[src/rtl/tetris_input_pkg.sv]
// Shared types and defaults for the tetris key input path (debouncer -> autorepeat -> game).
package tetris_input_pkg;

  typedef enum logic [1:0] {
    IDLE   = 2'd0,
    DELAY  = 2'd1,
    REPEAT = 2'd2
  } ar_state_e;

  localparam int CLK_HZ_DEFAULT     = 25_000_000;
  localparam int DAS_DELAY_DEFAULT  = 4_000_000;
  localparam int ARR_PERIOD_DEFAULT = 1_250_000;
  localparam int CNT_W_DEFAULT      = 22;

  localparam logic [7:0] REPEATS_MAX = 8'd255;

  function automatic logic [7:0] sat_inc(input logic [7:0] v);
    return (v == REPEATS_MAX) ? REPEATS_MAX : v + 8'd1;
  endfunction

endpackage

[src/rtl/key_autorepeat.sv]
// Delayed auto-shift for one key: a move on press, another after DAS_DELAY,
// then one every ARR_PERIOD until release or until the game stops accepting input.
module key_autorepeat
  import tetris_input_pkg::*;
#(
  parameter int CLK_HZ     = CLK_HZ_DEFAULT,
  parameter int DAS_DELAY  = DAS_DELAY_DEFAULT,
  parameter int ARR_PERIOD = ARR_PERIOD_DEFAULT,
  parameter int CNT_W      = CNT_W_DEFAULT
) (
  input  logic       clk,
  input  logic       rst_n,
  input  logic       pressed,
  input  logic       released,
  input  logic       enable,
  output logic       move,
  output logic       held,
  output logic [7:0] repeats
);

  localparam logic [CNT_W-1:0] DAS_LAST = CNT_W'(DAS_DELAY - 1);
  localparam logic [CNT_W-1:0] ARR_LAST = CNT_W'(ARR_PERIOD - 1);
  localparam logic [CNT_W-1:0] CNT_ZERO = {CNT_W{1'b0}};
  localparam logic [CNT_W-1:0] CNT_ONE  = {{(CNT_W-1){1'b0}}, 1'b1};

  if (CLK_HZ < 1 || DAS_DELAY < 2 || ARR_PERIOD < 2 ||
      longint'(DAS_DELAY) > (longint'(1) << CNT_W) ||
      longint'(ARR_PERIOD) > (longint'(1) << CNT_W)) begin : g_bad_param
    $error("key_autorepeat: illegal parameter combination");
  end

  ar_state_e        state_q, state_d;
  logic [CNT_W-1:0] timer_q, timer_d;
  logic             move_q, move_d;
  logic             held_q, held_d;
  logic [7:0]       repeats_q, repeats_d;

  // Next-state logic: enable > released > pressed > timer expiry.
  always_comb begin
    state_d   = state_q;
    timer_d   = timer_q;
    move_d    = 1'b0;
    repeats_d = repeats_q;
    if (!enable) begin
      state_d = IDLE;
      timer_d = CNT_ZERO;
    end else if (released) begin
      state_d = IDLE;
      timer_d = CNT_ZERO;
    end else if (pressed) begin
      state_d   = DELAY;
      timer_d   = CNT_ZERO;
      move_d    = 1'b1;
      repeats_d = 8'd1;
    end else begin
      case (state_q)
        DELAY: begin
          if (timer_q == DAS_LAST) begin
            state_d   = REPEAT;
            timer_d   = CNT_ZERO;
            move_d    = 1'b1;
            repeats_d = sat_inc(repeats_q);
          end else begin
            timer_d = timer_q + CNT_ONE;
          end
        end
        REPEAT: begin
          if (timer_q == ARR_LAST) begin
            timer_d   = CNT_ZERO;
            move_d    = 1'b1;
            repeats_d = sat_inc(repeats_q);
          end else begin
            timer_d = timer_q + CNT_ONE;
          end
        end
        default: begin
          state_d = IDLE;
          timer_d = CNT_ZERO;
        end
      endcase
    end
    held_d = (state_d != IDLE);
  end

  // State, timer and registered outputs.
  always_ff @(posedge clk or negedge rst_n) begin
    if (!rst_n) begin
      state_q   <= IDLE;
      timer_q   <= CNT_ZERO;
      move_q    <= 1'b0;
      held_q    <= 1'b0;
      repeats_q <= 8'd0;
    end else begin
      state_q   <= state_d;
      timer_q   <= timer_d;
      move_q    <= move_d;
      held_q    <= held_d;
      repeats_q <= repeats_d;
    end
  end

  assign move    = move_q;
  assign held    = held_q;
  assign repeats = repeats_q;

endmodule
[config.mk]
export PLATFORM = sky130hd
export DESIGN_NAME = key_autorepeat
export DESIGN_NICKNAME = d
export VERILOG_FILES = /design/src/rtl/tetris_input_pkg.sv /design/src/rtl/key_autorepeat.sv
export SDC_FILE = /design/constraint.sdc
export NUM_CORES = 1
export LEC_CHECK = 0
export ABC_AREA = 1
export BUFFER_PORTS_ARGS = -buffer_cell sky130_fd_sc_hd__buf_2
export CAP_MARGIN = 20
export CELL_PAD_IN_SITES_DETAIL_PLACEMENT = 1
export CELL_PAD_IN_SITES_GLOBAL_PLACEMENT = 1
export CORE_MARGIN = 1.5
export CORE_UTILIZATION = 45
export CTS_CLUSTER_DIAMETER = 200
export DETAILED_ROUTE_END_ITERATION = 16
export PLACE_DENSITY = 0.9
export SLEW_MARGIN = 40
export SYNTH_ARGS = -nofsm -noshare
export SYNTH_HDL_FRONTEND = slang
export SYNTH_SLANG_ARGS = --single-unit
[constraint.sdc]
create_clock -name clk -period 4.31 [get_ports clk]
set_clock_uncertainty 0.05 [all_clocks]
set_input_delay 0.2155 -clock clk [delete_from_list [all_inputs] [get_ports clk]]
set_output_delay 0.2155 -clock clk [all_outputs]
set_load 0.05 [all_outputs]
==> summary by stage <==
Clock tree
The worst-case clock buffer depth is 2. CTS placed an instance of clkbuf_8 at the clock tree root. The H-tree was split into 2 levels. TritonCTS built the clock tree.

The number of buffers created by CTS is 5. Once the clock tree was built, the resizer swapped 0 gates to a different size. Clock latency on the worst-skew pair, taken at its later pin, is 0.28 ns. The clock input transition at the sequential cells of the worst setup and hold paths is 0.07 ns. The number of clock sinks seen by CTS is 34.

Synth
The cell count after synthesis is 310. The flip-flop and latch count after synthesis is 34. Averaged over all synthesized cells, the footprint is 6.974 µm². The library cell with the highest instance count after synthesis is nand2_1. Counting flops with an async set or reset pin after synthesis yields a share of 100.0%. The synthesized net count is 320. Sequential elements use 39.35% of the synthesized area.

The number of distinct library cell variants in the gate-level netlist after synthesis is 28. For this run, the number of Yosys warnings is 0. In the post-synthesis netlist, the biggest area contributors are dfrtp_1 39%, nand2_1 14%, nor2_1 9.9%. The mapped cell area is 0.002162 mm². The area share of the largest cell type after synthesis is 39.35%. The commonest cells after synthesis are 80 x nand2_1, 57 x nor2_1, 40 x nand3_1, 37 x inv_1, 34 x dfrtp_1.

Counting flops with a built-in enable in the synthesized netlist gives 0. dfrtp_1 takes more of the synthesized area than any other cell. For this run, the leading register cell type out of synthesis is dfrtp_1.

Routing
Summed over all layers, the routed wires come to 5661 µm. The total DRC errors in the routed layout is 0. After detailed routing, the average wire length per cell comes to 14.70 µm. The number of vias in the routed layout is 2,075. The first detailed-routing pass ran for 4 iterations. The average via count per standard cell is 5.390. The count of nets left with antenna violations once routing finished came out at 0.

The detailed router's first-iteration violation count is 83.

Place
Detailed placement ended at an HPWL of 4369 µm. Port buffering added 14 buffers. Routability-driven placement finished with a final weighted congestion of 0.8088. Once placement completed, the tool counted placed cells totaling 377.

Layout
From synthesis to final layout, the design area changed by 10.07%. At the end of the flow, the number of nets in the layout was 341. After the flow finishes, the layout carries non-filler instances totaling 385. The filler cell count in the final layout is 640. Of the cells placed in the final design, the portion with a size suffix greater than 1 is 10.27%. The count of inserted antenna diode cells is 0. The core utilization of the finished layout is 51.06%.

Die
In this run the count of I/O pins placed on the die edge is 15. The floorplan has 25 rows. The floorplan step set the die height to 72.32 µm.

The floorplan step defined a core boundary enclosing 0.004661 mm². The full die area is 0.005229 mm². From left edge to right edge, the die measures 72.32 µm. Once the floorplan was initialized, standard cells occupied 46.39% of the core.

Critical path
The nature of the critical path startpoint is a register. The type of the setup path with the least slack is register to register. The depth of the worst register-to-register path is 8.

The category of the worst setup path capture point is a register. For the worst setup path, the data arrival time is 1.98 ns. The data required time of the worst path is 4.44 ns. Along the worst path, the maximum fanout reaches 8.

Run
The tool flagged a number of max-cap violations equal to 0.

STA
Adding up every negative setup slack in the final design gives 0 ns. The transition time at the pin with the least slew margin is 0.4515 ns. Setup repair after global routing left no endpoint under its margin.

The top achievable clock speed is 540.7 MHz. Measured against its own limit, the worst slew margin works out to 69.79%. The final cycle utilization of the critical path is 42.91%. The number of endpoints with negative hold slack in the final report is 0.

Setup violations remaining at the end of the flow were counted as 0. For the finished layout, the period the worst path requires is 1.850 ns. The total count of max-transition violations in the final report came to 0.

Global route
The initial antenna violation count is 0. The via count of the first global-routing pass is 2,081. The first global-routing pass estimated 9804 µm of wire. For this run the aggregate overflow at the end of global routing stands at 0. Entering global routing, the biggest net connects 35 pins. The global routing usage summed across all routing layers is 24.31%.

Pwr
The combinational power share is 8.4%. The power after layout is 0.6019 mW. Cell internal power was estimated by the tool at 0.4440 mW. Power spread over the standard cell area amounts to 252.9 mW/mm². Sequential cells burn 54.5% of the power. In this run the static leakage power is 1.120 nW. IR analysis of the VDD net gives a maximum drop of 0.1398 mV. The switching power summed over all nets is 0.1579 mW. The clock network fraction of design power is 37.1%. In this run switching power makes up 26.23% of total power.

Status
The run finished with clean final reports.

Worst hold path
The min-delay analysis places its worst path in the category primary input to register. Counting instances, the worst hold path has a depth of 4.
## per-stage QoR
stage	hold WS (ns)	cell area [µm²]	setup slack, ns
global route	0.2423	2380	2.191
CTS	0.2067	2377	2.448
detailed placement	0.2844	2288	2.452
global placement	0.2839	2288	2.498
finish	0.2098	2380	2.460
floorplan	-0.1301	2162	2.535
## registers in the layout, summed over array words and instances, names as in the netlist
signal	count
repeats	8
timer_q	22
held	1
move	1
state_q	2
## what timing repair did
action / 4_1_cts / 5_1_grt
hold buffers: 1 / 0
endpoints found under the setup margin: 0 / 0
buffers inserted: 0 / 0
endpoints found under the hold margin: 34 / 0
## final cells by class
class                           count  area [µm²]  area share (%)
Clock inverter                      2       10.01          0.4206
Inverter                           38       142.6           5.994
Clock buffer                        5       68.82           2.892
Multi-Input combinational cell    237        1157           48.63
Sequential cell                    34       850.8           35.75
Tap cell                           54       67.56           2.839
Timing Repair Buffer               15       82.58           3.470
## critical path, stage by stage, from the launching register on
cell and delay, ns:
dfrtp_1 0.37, ha_1 0.24, nand3_1 0.21, nor3_1 0.19
nand3_1 0.16, nand3_1 0.12, nand4_2 0.21, nand2_1 0.14
nand2_1 0.06
## cell usage in the layout (no fill, tap or decap), types with 2 or more instances in the layout
cell       n
clkinv_2   2
nor2_2     3
dfrtp_1   34
nor2_4     2
nor3_1    10
nor2_1    57
xor2_1     6
buf_2     13
clkbuf_8   5
a21oi_1    7
nand4_1    3
nor3b_1    2
nand3_1   40
o21ai_0    9
inv_1     37
ha_1       5
xnor2_1    2
nand2_1   80
## final timing paths
kind | from | endpoint | slack, ns
worst min register to register | timer_q[0] | timer_q[0] | 0.42
worst max register to register | timer_q[0] | repeats[4] | 2.46
min in group asynchronous | rst_n | timer_q[12] | 0.35
worst max-delay path | timer_q[0] | repeats[4] | 2.46
max in group asynchronous | rst_n | timer_q[15] | 3.54
worst min-delay path | released | state_q[0] | 0.21
## power by group through the flow
stage | logic (mW) | registers (mW) | clock network [mW]
after detailed placement | 0.0502 | 0.334 | 0
after global placement | 0.0486 | 0.334 | 0
final | 0.0504 | 0.328 | 0.223
after global routing | 0.0563 | 0.329 | 0.242
after floorplan | 0.0176 | 0.347 | 0
after CTS | 0.0512 | 0.328 | 0.233
## routing by layer
| metal | wire length, µm | vias to the layer above | GRT usage, % |
|---|---|---|---|
| met2 | 2675 | 27 | 39.20 |
| li1 | - | 1031 | - |
| met3 | 166 | 6 | 4.167 |
| met5 | 0 | - | 0 |
| met4 | 64 | 0 | 7.128 |
| met1 | 2754 | 1011 | 33.75 |
## kinds of logic (layout without fill, tap and decap cells)
group                      Yosys count  after routing  synth area share (%)
AOI/OAI and AO/OA                   17             17                 3.993
xor gates and xnor gates             8              8                 3.241
adders and majority gates            5              5                 2.894
buffers and inverters               39             60                 7.118
DFF                                 34             34                 39.35
and+or+nand+nor                    207            207                 43.40
Note: power is estimated with default switching activity, not from simulation.
